--- src/rtl/interleaver_pkg.sv ---
// Shared definitions for the convolutional interleaver commutator.
//   NUM_BRANCHES   number of branch delay lines (branch 0 has no delay)
//   BRANCH_DEPTH_M delay-line depth step between adjacent branches
//   PKT_LEN        transport packet length in bytes
//   SYNC_BYTE      transport packet sync byte value
package interleaver_pkg;

   localparam int         NUM_BRANCHES   = 12;
   localparam int         BRANCH_DEPTH_M = 17;
   localparam int         PKT_LEN        = 204;
   localparam logic [7:0] SYNC_BYTE      = 8'h47;

   typedef enum logic {
      IDLE,
      RUN
   } commutator_state_t;

endpackage

--- src/rtl/commutator_ptr.sv ---
// Modulo-NUM branch pointer.
//   clk    clock
//   reset  synchronous, active-low
//   clear  restart the pointer at 0
//   inc    advance by one, wrapping NUM-1 -> 0
//   ptr    current pointer value
// clear and inc together load 1: the current byte is taken as branch 0
// and the pointer moves straight on to branch 1.
module commutator_ptr
   import interleaver_pkg::*;
#(
   parameter int NUM = NUM_BRANCHES,
   parameter int W   = 4
) (
   input  logic         clk,
   input  logic         reset,
   input  logic         clear,
   input  logic         inc,
   output logic [W-1:0] ptr
);

   logic [W-1:0] base;

   always_comb base = clear ? '0 : ptr;

   always_ff @(posedge clk) begin
      if (!reset) begin
         ptr <= '0;
      end else if (inc) begin
         ptr <= (base == W'(NUM - 1)) ? '0 : base + 1'b1;
      end else if (clear) begin
         ptr <= '0;
      end
   end

endmodule

--- src/rtl/interleaver_commutator_ctrl.sv ---
// Input/output commutator for the convolutional interleaver branch delay lines.
// Steps a branch pointer once per accepted byte, pulses that branch's shift
// enable, broadcasts the byte to all branches and registers the selected
// branch output. The pointer is aligned to branch 0 by the packet sync byte.
//
// Ports:
//   clk          clock, rising edge
//   reset        synchronous, active-low
//   valid_in     data_in carries a byte
//   sync_in      data_in is a packet sync byte (qualified by valid_in)
//   data_in      input byte
//   buf_en       one-hot branch shift enable (combinational)
//   branch_din   byte broadcast to every branch (equals data_in)
//   branch_dout  concatenated branch outputs, slice 0 unused
//   valid_out    data_out valid
//   data_out     interleaved byte (registered)
//   branch_sel   current branch pointer (registered)
//   locked       high in RUN
//   sync_err     one-cycle sync error pulse
//
// Build option: define INTERLEAVER_SYNC_CHECK_EN to add packet sync
// supervision (byte counter, misplaced/missing sync detection, unlock after
// three consecutive missing syncs). Without it sync_in is ignored in RUN and
// sync_err is tied low.
//
// state | meaning
// IDLE  | unlocked; bytes dropped until a valid sync byte arrives
// RUN   | locked; every valid byte is committed to branch_sel
module interleaver_commutator_ctrl
   import interleaver_pkg::*;
#(
   parameter int NUM_BRANCHES = interleaver_pkg::NUM_BRANCHES,
   parameter int DATA_W       = 8,
   parameter int PKT_LEN      = interleaver_pkg::PKT_LEN,
   parameter int BR_W         = 4
) (
   input  logic                           clk,
   input  logic                           reset,
   input  logic                           valid_in,
   input  logic                           sync_in,
   input  logic [DATA_W-1:0]              data_in,
   output logic [NUM_BRANCHES-1:0]        buf_en,
   output logic [DATA_W-1:0]              branch_din,
   input  logic [NUM_BRANCHES*DATA_W-1:0] branch_dout,
   output logic                           valid_out,
   output logic [DATA_W-1:0]              data_out,
   output logic [BR_W-1:0]                branch_sel,
   output logic                           locked,
   output logic                           sync_err
);

   if (BR_W != $clog2(NUM_BRANCHES) || PKT_LEN < 2) begin : g_bad_cfg
      $error("interleaver_commutator_ctrl: inconsistent BR_W/NUM_BRANCHES/PKT_LEN");
   end

   commutator_state_t state, state_nxt;
   logic              accept;
   logic              force_br0;
   logic              drop;
   logic [BR_W-1:0]   cur_br;

`ifdef INTERLEAVER_SYNC_CHECK_EN
   localparam int CNT_W = $clog2(PKT_LEN);
   logic [CNT_W-1:0] byte_cnt;
   logic [1:0]       miss_cnt;
   logic             sync_err_r;
`endif

   // force_br0: the byte is a sync that realigns the commutator to branch 0.
   // drop: third consecutive missing sync; the byte still goes through.
   always_comb begin
      state_nxt = state;
      accept    = 1'b0;
      force_br0 = 1'b0;
      drop      = 1'b0;
      case (state)
         IDLE: begin
            if (valid_in && sync_in) begin
               accept    = 1'b1;
               force_br0 = 1'b1;
               state_nxt = RUN;
            end
         end
         RUN: begin
            if (valid_in) begin
               accept = 1'b1;
`ifdef INTERLEAVER_SYNC_CHECK_EN
               force_br0 = sync_in;
               drop      = !sync_in && (byte_cnt == '0) && (miss_cnt == 2'd2);
`endif
               if (drop) state_nxt = IDLE;
            end
         end
         default: state_nxt = IDLE;
      endcase
      // Nothing is committed to a branch on a reset edge.
      if (!reset) begin
         accept = 1'b0;
         drop   = 1'b0;
      end
   end

   assign cur_br     = force_br0 ? '0 : branch_sel;
   assign buf_en     = accept ? ({{(NUM_BRANCHES-1){1'b0}}, 1'b1} << cur_br) : '0;
   assign branch_din = data_in;
   assign locked     = (state == RUN);

   commutator_ptr #(
      .NUM (NUM_BRANCHES),
      .W   (BR_W)
   ) u_ptr (
      .clk   (clk),
      .reset (reset),
      .clear (force_br0 | drop),
      .inc   (accept & ~drop),
      .ptr   (branch_sel)
   );

   always_ff @(posedge clk) begin
      if (!reset) begin
         state     <= IDLE;
         valid_out <= 1'b0;
         data_out  <= '0;
      end else begin
         state     <= state_nxt;
         valid_out <= accept;
         if (accept) begin
            data_out <= (cur_br == '0) ? data_in
                                       : branch_dout[int'(cur_br)*DATA_W +: DATA_W];
         end
      end
   end

`ifdef INTERLEAVER_SYNC_CHECK_EN
   // byte_cnt is the packet position of the next byte; 0 is where sync belongs.
   always_ff @(posedge clk) begin
      if (!reset) begin
         byte_cnt   <= '0;
         miss_cnt   <= '0;
         sync_err_r <= 1'b0;
      end else begin
         sync_err_r <= 1'b0;
         if (state == IDLE) begin
            if (accept) begin
               byte_cnt <= CNT_W'(1);
               miss_cnt <= '0;
            end
         end else if (accept) begin
            if (sync_in) begin
               byte_cnt   <= CNT_W'(1);
               miss_cnt   <= '0;
               sync_err_r <= (byte_cnt != '0);
            end else begin
               byte_cnt <= (byte_cnt == CNT_W'(PKT_LEN - 1)) ? '0 : byte_cnt + 1'b1;
               if (byte_cnt == '0) begin
                  sync_err_r <= 1'b1;
                  miss_cnt   <= miss_cnt + 1'b1;
               end
            end
         end
      end
   end

   assign sync_err = sync_err_r;
`else
   assign sync_err = 1'b0;
`endif

endmodule

--- config.mk ---
export PLATFORM = sky130hd
export DESIGN_NAME = interleaver_commutator_ctrl
export DESIGN_NICKNAME = d
export VERILOG_FILES = /design/src/rtl/interleaver_pkg.sv /design/src/rtl/commutator_ptr.sv /design/src/rtl/interleaver_commutator_ctrl.sv
export SDC_FILE = /design/constraint.sdc
export NUM_CORES = 1
export LEC_CHECK = 0
export ABC_AREA = 0
export BUFFER_PORTS_ARGS = -buffer_cell sky130_fd_sc_hd__buf_4
export CORE_MARGIN = 2
export CORE_UTILIZATION = 40
export CTS_CLUSTER_DIAMETER = 30
export CTS_CLUSTER_SIZE = 16
export DETAILED_ROUTE_END_ITERATION = 10
export PLACE_DENSITY = 0.79
export RECOVER_POWER = 25
export SLEW_MARGIN = 40
export SYNTH_ARGS = -nofsm -noshare
export SYNTH_HDL_FRONTEND = slang
export SYNTH_HIERARCHICAL = 1
export SYNTH_SLANG_ARGS = --single-unit
export TNS_END_PERCENT = 5
--- constraint.sdc ---
create_clock -name clk -period 2 [get_ports clk]
set_input_delay 0.3 -clock clk [delete_from_list [all_inputs] [get_ports clk]]
set_output_delay 0.3 -clock clk [all_outputs]
set_load 0.03 [all_outputs]
## Word-level counts from Yosys, hierarchy flattened

Cells that the tools add are included.

| storage, ports and cells | value |
|---|---|
| output and inout port bits | 35 |
| logic and storage cells | 22 |
| register bits | 14 |

| operators by class | value |
|---|---|
| add/subtract/negate cells | 1 |
| bitwise gates (word level) | 1 |
| equal/unequal tests | 1 |
| reduce and logical (&&, ||, !) cells | 2 |
| multiplexer cells | 11 |
| shift operators | 2 |

Operators by type and width:

| operator | number |
|---|---|
| $shiftx A96 B8 Y8 | 1 |
| $mux W12 | 1 |
| $mux W4 | 3 |
| $shl A1 B4 Y12 const A | 1 |
| $mux W8 | 1 |
| $mux W1 | 5 |
| $add A4 B1 Y4 const B | 1 |
| $eq A4 B4 Y1 const B | 1 |
| $logic_not A4 Y1 | 1 |
| $pmux W1 S2 | 1 |
| $logic_and A1 B1 Y1 | 1 |
| $not A1 Y1 | 1 |

## Longest topological paths before layout

Gate-level depths: netlist (run 1).

| logic depth | value |
|---|---|
| depth in word-level cells | 7 |
| gate-level depth with buffers | 9 |

## Cells and area by module

The synthesis (run 1) kept the hierarchy.

Modules (own cells, without submodules):

| module | area an instance (um2) | cells an instance | instances |
|---|---|---|---|
| interleaver_commutator_ctrl | 1675.4 | 231 | 1 |
| commutator_ptr | 211.5 | 23 | 1 |

## Worst setup path after synthesis (run 1)

OpenSTA, ideal clock, no wires.

| path | value |
|---|---|
| path type | flip-flop to output port |
| start point | reg state, in the netlist locked |
| end point | out buf_en[11] |
| path buffers | 2 |
| cell stages (with the launch flop) | 6 |
| data required time | 1.700 ns |
| slack | -0.531 ns |
| arrival time | 2.231 ns |
| path through | dfxtp_1 > nand3b_4 > buf_2 > buf_2 > nand2_1 > nor4_1 |

| on the way | value |
|---|---|
| cells in the longest elaborated chain, start to end | 4 |

Ends and longest elaborated chain:

| what | line | RTL |
|---|---|---|
| start, declared | interleaver_commutator_ctrl.sv:56 | `commutator_state_t state, state_nxt;` |
| start signal, assigned | interleaver_commutator_ctrl.sv:125 | `state <= state_nxt;` |
| $not A1 Y1 / $mux W1 (equally long branches) | -- |  |
| $pmux W1 S2 / $mux W4 (equally long branches) | -- |  |
| $mux W1 / $shl A1 B4 Y12 (equally long branches) | interleaver_commutator_ctrl.sv:97, interleaver_commutator_ctrl.sv:104 |  |
| $mux W12 (*) | interleaver_commutator_ctrl.sv:104 | `assign buf_en = accept ? ({{(NUM_BRANCHES-1){1'b0}}, 1'b1} << cur_br) : '0;` |
| end, declared | interleaver_commutator_ctrl.sv:42 | `output logic [NUM_BRANCHES-1:0] buf_en,` |

Every way passes the cells marked *; elsewhere a longest branch is shown, timed or not.

## Worst setup path after layout (run 1)

| path | value |
|---|---|
| start point | reg u_ptr.ptr[0] |
| end point | reg data_out[5] |

| on the way | value |
|---|---|
| cells in the longest elaborated chain, start to end | 3 |

Ends and longest elaborated chain:

| what | line | RTL |
|---|---|---|
| start, declared | commutator_ptr.sv:19 | `output logic [W-1:0] ptr` |
| start signal, assigned | commutator_ptr.sv:30 | `ptr <= (base == W'(NUM - 1)) ? '0 : base + 1'b1;` |
| $mux W4 (*) | -- |  |
| $shiftx A96 B8 Y8 / $logic_not A4 Y1 (equally long branches) | interleaver_commutator_ctrl.sv:129, interleaver_commutator_ctrl.sv:128 |  |
| $mux W8 (*) | interleaver_commutator_ctrl.sv:128 | `data_out <= (cur_br == '0) ? data_in` |
| end signal, assigned | interleaver_commutator_ctrl.sv:128 |  |
| end, declared | interleaver_commutator_ctrl.sv:46 | `output logic [DATA_W-1:0] data_out,` |

Marks and branches as above.
A chain may end at the register's enable or synchronous reset.

==> flow_summary.ini, run 1 <==
[critical_path]
reg2reg_to = data_out[5]$_SDFFE_PN0P_
cp.arrival_ns = 2.04
ff2ff_setup_slack_ns = 0.07
worstPathCellList = buf_4, or2_2, o31a_1, buf_4, or3_1, o211ai_1, a31oi_1
critical-path-max-stage-delay_ns = 0.36
critPathRequiredTime_ns = 2.12
endpoint_kind = flop
crit_slowest_cell = dfxtp_2
path_max_fanout = 10
critPathLaunchType = flop
rr_worst_depth = 7
cp_common_cell = buf_4
timing.rr.start = u_ptr/ptr[0]$_SDFF_PN0_
worstSetupPathType = flop to flop

[detailed_routing]
drc_errors = 0
drt-vias-per-instance = 5.75
drtIter0Drc = 187
wl_per_cell_um = 17.3
antenna_left = 0
first_pass_iters = 4
finalWirelength_um = 7670
vias = 2553

[cts]
numCtsBuffers = 3
worstSkewPairLatency_ns = 0.24
cts.sinks = 14
holdBufCountCts = 0
clkTransAtPathRegs_ns = 0.06
h-tree-depth = 1
cts_tree = done
cts-root-buf = clkbuf_8
cts_buffer_depth = 2

[worst_hold_path]
worstHoldEndpoint = locked$_SDFF_PN0_
hold_class = primary input to flop
hp-start = sync_in
hold_path_depth = 3

[final_layout]
area_delta_synth_final_pct = 62.5
final_nets = 503
drive_above_1_share = 0.472
finalInstanceArea_um2 = 3070
antennaDiodeCount = 0
fin_util = 0.690

[timing]
finalSetupViolCount = 0
finalSetupTns_ns = 0
finalHoldViolations = 0
min_period_over_period = 0.963
rsz0062_at_grt = false
tightest_slew_ns = 0.514
slew-limit-headroom = 0.656
fin_crit_ns = 1.93
fmax_ghz = 0.519
skew_ns = 0.00397
maxSlewViolCount = 0

[logic_synthesis]
yosysWarnings = 6
yosysSeqAreaShare = 0.149
syn_area_um2 = 1890
syn_area_per_cell_um2 = 7.43
syn-instance-count = 254
synth.distinct_cells = 56
synthFlopType = dfxtp_1
syn_nets = 363
async_reset_ff_frac = 0
synth_edf_count = 0
ys_seq_elements = 14

[global_routing]
grt_pass1_vias = 2428
grt_usage = 0.285
grt_pass1_wl_um = 11900
grt_start_max_net_pins = 20
overflow = 0
antenna_found_initial = 0

[place]
placed_cell_area_um2 = 3030
post-dp-hpwl_um = 6110
port_buffers = 141
place_congestion = 0.930

[power_and_ir_drop]
p_per_area_nw_per_um2 = 335
p_leak_nw = 1.48
irDropWorstVdd_uv = 215

[die]
die_h_um = 72.7
die_x_um = 72.7
core_area_um2 = 4440
ios = 143
rows = 24
dieArea_um2 = 5280
start_util = 0.425

[run_status]
outcome = completed

[flow_run]
drv_cap = 0
==> final cells by class <==
class / count / area [um2]
Multi-Input combinational cell: 205 / 1450
Fill cell: 408 / 1380
Timing Repair Buffer: 165 / 1200
Sequential cell: 14 / 285
Tap cell: 52 / 65.1
Clock buffer: 3 / 41.3
Inverter: 5 / 18.8
==> what timing repair did <==
action                                  4_1_cts  5_1_grt
buffers inserted                              1        0
endpoints found under the setup margin        5       17
gates resized for setup                       3        6
==> per-layer routing <==
layer,up-vias,global-route usage,share of wire
met5,-,0,0
met4,0,0.0597,0.012
met3,10,0.0539,0.082
met2,119,0.507,0.51
met1,1191,0.357,0.40
li1,1233,-,-
==> power by group <==
part	internal (mW)	switching (mW)
clock network	0.133	0.0993
logic	0.265	0.222
registers	0.294	0.0140
total	0.693	0.336
==> critical path, delay by kind of cell (launching register included) <==
family                 cells  cell delay (ns)
buffers and inverters      2             0.33
AOI/OAI and AO/OA          3             0.49
DFF                        1             0.36
and+or+nand+nor            2             0.61
==> state kept, by name, indices dropped and copies added (netlist names) <==
| signal | flops |
|---|---|
| valid_out | 1 |
| data_out | 8 |
| u_ptr/ptr | 4 |
| locked | 1 |
==> placed cells by master (no fill, tap or decap), types with 2 or more instances in the layout <==
| master | synthesis | final |
|---|---|---|
| buf_4 | 10 | 154 |
| and3_1 | 24 | 24 |
| nand2_1 | 24 | 24 |
| nor2_1 | 20 | 20 |
| o21ai_0 | 16 | 16 |
| a21oi_1 | 14 | 14 |
| dfxtp_1 | 14 | 10 |
| clkbuf_1 | 12 | 10 |
| o211ai_1 | 9 | 9 |
| or3_1 | 7 | 7 |
| a221oi_1 | 6 | 6 |
| mux2_2 | 6 | 6 |
| o311ai_0 | 6 | 6 |
| mux4_2 | 6 | 6 |
| o21a_1 | 6 | 6 |
| nor2b_1 | 7 | 5 |
| or4b_1 | 5 | 5 |
| inv_1 | 4 | 4 |
| dfxtp_2 | 0 | 4 |
| nand3_1 | 3 | 3 |
| mux2i_1 | 3 | 3 |
| clkbuf_8 | 0 | 3 |
| nand2b_1 | 2 | 2 |
| and2_4 | 1 | 2 |
| and2_1 | 3 | 2 |
| nor2b_2 | 1 | 2 |
| and4b_1 | 2 | 2 |
| a311o_1 | 2 | 2 |
| a21boi_0 | 2 | 2 |
| a32o_1 | 2 | 2 |
| a22o_1 | 2 | 2 |
| a31oi_1 | 2 | 2 |
==> cells in the mapped netlist, types with 2 or more instances <==
cell / number / area (um2)
o311ai_0: 6 / 52.6
nor2b_1: 7 / 43.8
a21oi_1: 14 / 70.1
a22o_1: 2 / 17.5
nor2_1: 20 / 75.1
o21ai_0: 16 / 80.1
nand2b_1: 2 / 12.5
inv_1: 4 / 15.0
o211ai_1: 9 / 67.6
a311o_1: 2 / 20.0
mux2_2: 6 / 67.6
mux2i_1: 3 / 30.0
buf_2: 4 / 20.0
clkbuf_1: 12 / 45.0
buf_1: 2 / 7.51
and3_1: 24 / 150
a21boi_0: 2 / 15.0
buf_4: 10 / 75.1
mux4_2: 6 / 135
o21a_1: 6 / 45.0
nand3_1: 3 / 15.0
nor3_1: 2 / 10.0
dfxtp_1: 14 / 280
a221oi_1: 6 / 52.6
and4b_1: 2 / 20.0
nand2_1: 24 / 90.1
and2_1: 3 / 18.8
a32o_1: 2 / 20.0
or4b_1: 5 / 50.1
buf_6: 2 / 22.5
nor4_1: 2 / 12.5
or3_1: 7 / 43.8
a31oi_1: 2 / 12.5
==> worst max path at each step <==
stage / end / cells past startpoint / start / slack, ns
after floorplan: buf_en[6] / 5 / u_ptr/ptr[1]$_SDFF_PN0_ / -0.11
after global placement: buf_en[5] / 4 / u_ptr/ptr[0]$_SDFF_PN0_ / 0.17
after detailed placement: buf_en[5] / 4 / u_ptr/ptr[0]$_SDFF_PN0_ / 0.09
after CTS: buf_en[10] / 6 / locked$_SDFF_PN0_ / 0.01
after global routing: data_out[3]$_SDFFE_PN0P_ / 6 / locked$_SDFF_PN0_ / 0.003
final: data_out[5]$_SDFFE_PN0P_ / 7 / u_ptr/ptr[0]$_SDFF_PN0_ / 0.07
==> metrics by stage <==
| stage | cells | power, mW | hold slack [ns] | setup WS [ns] |
|---|---|---|---|---|
| after floorplan | 254 | 0.546 | 0.422 | -0.111 |
| after global placement | 440 | 0.793 | 0.536 | 0.171 |
| after detailed placement | 440 | 0.800 | 0.547 | 0.0867 |
| after CTS | 444 | 1.03 | 0.365 | 0.00960 |
| after global routing | 444 | 1.08 | 0.383 | 0.00271 |
| final | 444 | 1.03 | 0.365 | 0.0738 |
==> cells by family after synthesis <==
family	after synthesis	synth area share
adder cells (fa/ha/maj)	1	0.00663
other	1	0.00199
AND/OR/NAND/NOR	109	0.326
XOR/XNOR	1	0.00464
multiplexers	15	0.123
flip-flops	14	0.149
buffers and inverters	35	0.100
AO/OA/AOI/OAI	78	0.288
Power figures use the tool's default switching activity.
==> run 2, diff against run 1 <==
==> constraint.sdc (replaced) <==
create_clock -name clk -period 2 [get_ports clk]
set_input_delay 0.4 -clock clk [delete_from_list [all_inputs] [get_ports clk]]
set_output_delay 0.4 -clock clk [all_outputs]
set_load 0.03 [all_outputs]
==> run 2 against run 1 <==
  * The flow now finishes with violations (negative setup slack)
  * Total power grew 7.4%
  * Sequential power hardly changed
  * Clock power is 22% higher
  * Via count up 6.8%
  * Non-clock buffer count up 6
  * Critical path type is now flop to output port
  * Highest routed layer unchanged
==> flow_summary.ini, run 2 (synthesized netlist as in run 1, its figures left out) <==
[timing]
whs_ns = 0.510
finalSetupViolCount = 1
min_period_over_period = 1.01
fmax_ghz = 0.493
skew_ns = 0.00604
maxSlewViolCount = 0
fin_crit_ns = 2.03
finalHoldViolations = 0
fin_ws_ns = -0.0284
rsz0062_at_grt = true

[final_layout]
drive_above_1_share = 0.505
area_delta_synth_final_pct = 71.0
final_nets = 510
final_common_cell = buf_4
largest_register_ffs = 8
reg_top3 = data_out: 8 flops, u_ptr/ptr: 4 flops
nFillCells = 369
finalInstanceArea_um2 = 3230
antennaDiodeCount = 0
regArea_um2 = 290
fin_util = 0.726
mostFrequentLayoutCells = buf_4, nand2_1, and3_1
regMostFlops = data_out
multi_input_area_um2 = 1520

[detailed_routing]
antenna_left = 0
drt-vias-per-instance = 6.03
wl_per_cell_um = 18.0
finalWirelength_um = 8140
drtIter0Drc = 365
first_pass_iters = 5
vias = 2727
drc_errors = 0

[worst_hold_path]
hold_class = primary input to flop
worstHoldEndpoint = locked$_SDFF_PN0_
hold_path_depth = 3
hp-start = sync_in

[critical_path]
timing.rr.start = locked$_SDFF_PN0_
path_max_fanout = 14
cp_common_cell = buf_4
crit_slowest_cell = dfxtp_2
critPathLaunchType = flop
cp.arrival_ns = 1.63
worstPathCellList = nand3b_4, buf_4, o31a_1, nor2_1, buf_4
worstSetupPathType = flop to output port
reg2reg_to = data_out[4]$_SDFFE_PN0P_
rr_worst_depth = 6
critPathRequiredTime_ns = 1.60
ff2ff_setup_slack_ns = 0.09
critical-path-max-stage-delay_ns = 0.38
endpoint_kind = output port

[place]
port_buffers = 141
placed_cell_area_um2 = 3150
post-dp-hpwl_um = 6250
place_congestion = 0.942

[die]
rows = 24
die_x_um = 72.7
core_area_um2 = 4440
die_h_um = 72.7
dieArea_um2 = 5280
start_util = 0.425
ios = 143

[global_routing]
overflow = 0
grt_pass1_wl_um = 12700
grt_start_max_net_pins = 19
grt_usage = 0.304
antenna_found_initial = 0
grt_pass1_vias = 2542

[cts]
worstSkewPairLatency_ns = 0.25
cts_tree = done
holdBufCountCts = 0
cts-root-buf = clkbuf_8
cts_buffer_depth = 2
numCtsBuffers = 3
cts_setup_buffers = 0
clkTransAtPathRegs_ns = 0.06
cts.sinks = 14
h-tree-depth = 1

[run_status]
outcome = finished, violations left
violations = negative setup slack

[power_and_ir_drop]
total_power_mw = 1.10
irDropWorstVdd_uv = 261
p_per_area_nw_per_um2 = 342
p_leak_nw = 1.56

[flow_run]
drv_cap = 0
-- run 2: cell count changes in the layout (fill, tap and decap cells not counted), moves of 2 or more --
cell and change:
dfxtp_4 +2, nor2_1 -6, buf_12 +2, dfxtp_2 -2
nor2_4 +3, buf_4 +5, nor2_2 +3
-- run 2: per-layer routing --
layer | GRT usage | routed length, um | up-vias
met3 | 0.0539 | 757 | 23
met4 | 0.0741 | 192 | 0
met5 | 0 | 0 | -
met2 | 0.524 | 3910 | 173
li1 | - | - | 1253
met1 | 0.393 | 3280 | 1278
-- run 2: timing repair --
action                     in CTS  in global routing
gates cloned                    1                  0
gates resized for setup         7                  7
setup endpoints to repair       9                 14
pin swaps                       0                  1
-- run 2: worst max-delay path by stage --
stage                                 start                        to  cells after the start
detailed placement                  sync_in  data_out[2]$_SDFFE_PN0P_                      7
finish                    locked$_SDFF_PN0_                 buf_en[0]                      5
global route              locked$_SDFF_PN0_                 buf_en[0]                      5
global placement                    sync_in  data_out[4]$_SDFFE_PN0P_                      7
floorplan                             reset                 buf_en[0]                      5
CTS                 u_ptr/ptr[0]$_SDFF_PN0_                 buf_en[0]                      4
-- run 2: area by class of cell --
type,count,area share
Sequential cell,14,0.0900
Inverter,5,0.00582
Clock buffer,4,0.0171
Timing Repair Buffer,171,0.396
Tap cell,52,0.0202
Multi-Input combinational cell,206,0.471
-- run 2: through the flow --
stage	instances	TNS (ns)	setup slack [ns]
3_3_place_gp	447	-0.0254	-0.0254
2_1_floorplan	254	-0.451	-0.0904
4_1_cts	452	0	0.00389
5_1_grt	452	-0.177	-0.0938
6_report	452	-0.0284	-0.0284
3_5_place_dp	447	-0.203	-0.0489
-- run 2: critical path: cells and delay by family (launching register included) --
kind | cells | cell delay (ns)
buf+inv | 2 | 0.35
compound gates | 1 | 0.33
flops | 1 | 0.38
simple gates | 2 | 0.32
-- run 2: power breakdown --
| part | internal [mW] | switching, mW | total (mW) |
|---|---|---|---|
| combinational | 0.276 | 0.236 | 0.512 |
| clock | 0.175 | 0.110 | 0.284 |
| sequential | 0.292 | 0.0162 | 0.308 |
| total | 0.743 | 0.362 | 1.10 |
==> run 3, diff against run 2 <==
Settings changed: SKIP_CTS_REPAIR_TIMING set to 1.
==> run 3 against run 2 <==
  * The run now ends clean
  * Clock skew decreased by 0.0011 ns
  * Worst hold slack worse by 0.0055 ns
  * Sequential share of layout area down 0.15 points
  * Wire length is 1.2% higher
  * Sequential power is essentially flat
  * Via count rose by 0.29%
  * Maximum frequency rose by 1.8%
  * Design area grew 1.7%
==> flow_summary.ini, run 3 (synthesized netlist as in run 1, its figures left out) <==
[critical_path]
worstSetupPathType = flop to output port
path_max_fanout = 14
cp.arrival_ns = 1.59
timing.rr.start = locked$_SDFF_PN0_
endpoint_kind = output port
critPathLaunchType = flop
critPathLaunch = locked$_SDFF_PN0_
critPathRequiredTime_ns = 1.60

[final_layout]
fin_util = 0.738
reg_top3 = data_out: 8 flops, u_ptr/ptr: 4 flops
drive_above_1_share = 0.527
largest_register_ffs = 8
mostFrequentLayoutCells = buf_4, nand2_1, and3_1
area_delta_synth_final_pct = 73.9
regMostFlops = data_out
final_common_cell = buf_4
final_nets = 512
antennaDiodeCount = 0

[timing]
rsz0062_at_grt = true
finalSetupViolCount = 0
maxSlewViolCount = 0
fmax_ghz = 0.502
whs_ns = 0.504
min_period_over_period = 0.996
finalHoldViolations = 0
skew_ns = 0.00492
fin_crit_ns = 1.99

[cts]
cts-root-buf = clkbuf_8
h-tree-depth = 1
worstSkewPairLatency_ns = 0.25
cts_buffer_depth = 2
cts.sinks = 14
cts_tree = done
clkTransAtPathRegs_ns = 0.06
numCtsBuffers = 3

[global_routing]
overflow = 0
grt_start_max_net_pins = 28
grt_usage = 0.295
grt_pass1_wl_um = 12400
grt_pass1_vias = 2500
antenna_found_initial = 0

[power_and_ir_drop]
p_switching_uw = 364
p_leak_nw = 1.60
p_per_area_nw_per_um2 = 341
clkPwrFrac = 0.254
sw_frac_of_total = 0.325
pwr-share-seq = 0.276
p_int_uw = 755
total_power_mw = 1.12
pwr-share-comb = 0.470
irDropWorstVdd_uv = 263

[worst_hold_path]
hp-start = sync_in
hold_class = primary input to flop

[die]
ios = 143
dieArea_um2 = 5280
core_area_um2 = 4440
die_x_um = 72.7
die_h_um = 72.7
start_util = 0.425
rows = 24

[detailed_routing]
drt-vias-per-instance = 6.02
vias = 2735
antenna_left = 0
first_pass_iters = 5
finalWirelength_um = 8230
wl_per_cell_um = 18.1
drc_errors = 0
drtIter0Drc = 320

[run_status]
outcome = completed

[place]
port_buffers = 141
post-dp-hpwl_um = 6250
place_congestion = 0.942

[flow_run]
drv_cap = 0
[run 3: changes by cell type in the layout (fill, tap and decap cells not counted)]
cell,before,now
a2111oi_1,0,1
a2111oi_2,1,0
buf_4,159,170
clkbuf_1,9,0
nor2_2,3,2
nor2_4,3,4
nor2b_2,2,1
nor2b_4,0,1
[run 3: final timing paths]
path / endpoint / slack [ns] / cells after the start
max: buf_en[0] / 0.008 / 5
min: locked$_SDFF_PN0_ / 0.50 / 3
max reg2reg: data_out[4]$_SDFFE_PN0P_ / 0.06 / 6
min reg2reg: locked$_SDFF_PN0_ / 0.57 / 2
[run 3: metal layers]
layer	share of wire	global-route usage
met1	0.39	0.385
met2	0.48	0.504
met3	0.11	0.0525
met4	0.026	0.0700
met5	0	0
[run 3: critical path: stages (launching register included)]
cell	delay [ns]
dfxtp_2	0.38
nand3b_4	0.24
buf_4	0.18
o31a_1	0.29
nor2_1	0.08
buf_4	0.17
[run 3: area by class of cell]
class	count	area, um2
multi-input combinational	206	1520
timing repair buffer	173	1330
fill	358	1160
sequential	14	290
tap	52	65.1
clock buffer	4	55.1
inverter	5	18.8
[run 3: metrics by stage]
step	worst slack [ns]	instance area [um2]	TNS, ns	instances
global route	-0.0484	3280	-0.0484	454
finish	0.00781	3280	0	454
floorplan	-0.0904	1950	-0.451	254
CTS	-0.165	3210	-0.637	451
global placement	-0.0254	3150	-0.0254	447
detailed placement	-0.0489	3150	-0.203	447
[run 3: power groups by stage]
stage,clock network [mW],registers [mW],logic (mW)
2_1_floorplan,0,0.338,0.211
3_3_place_gp,0,0.314,0.495
3_5_place_dp,0,0.314,0.503
4_1_cts,0.286,0.308,0.505
6_report,0.284,0.309,0.526
5_1_grt,0.295,0.310,0.559
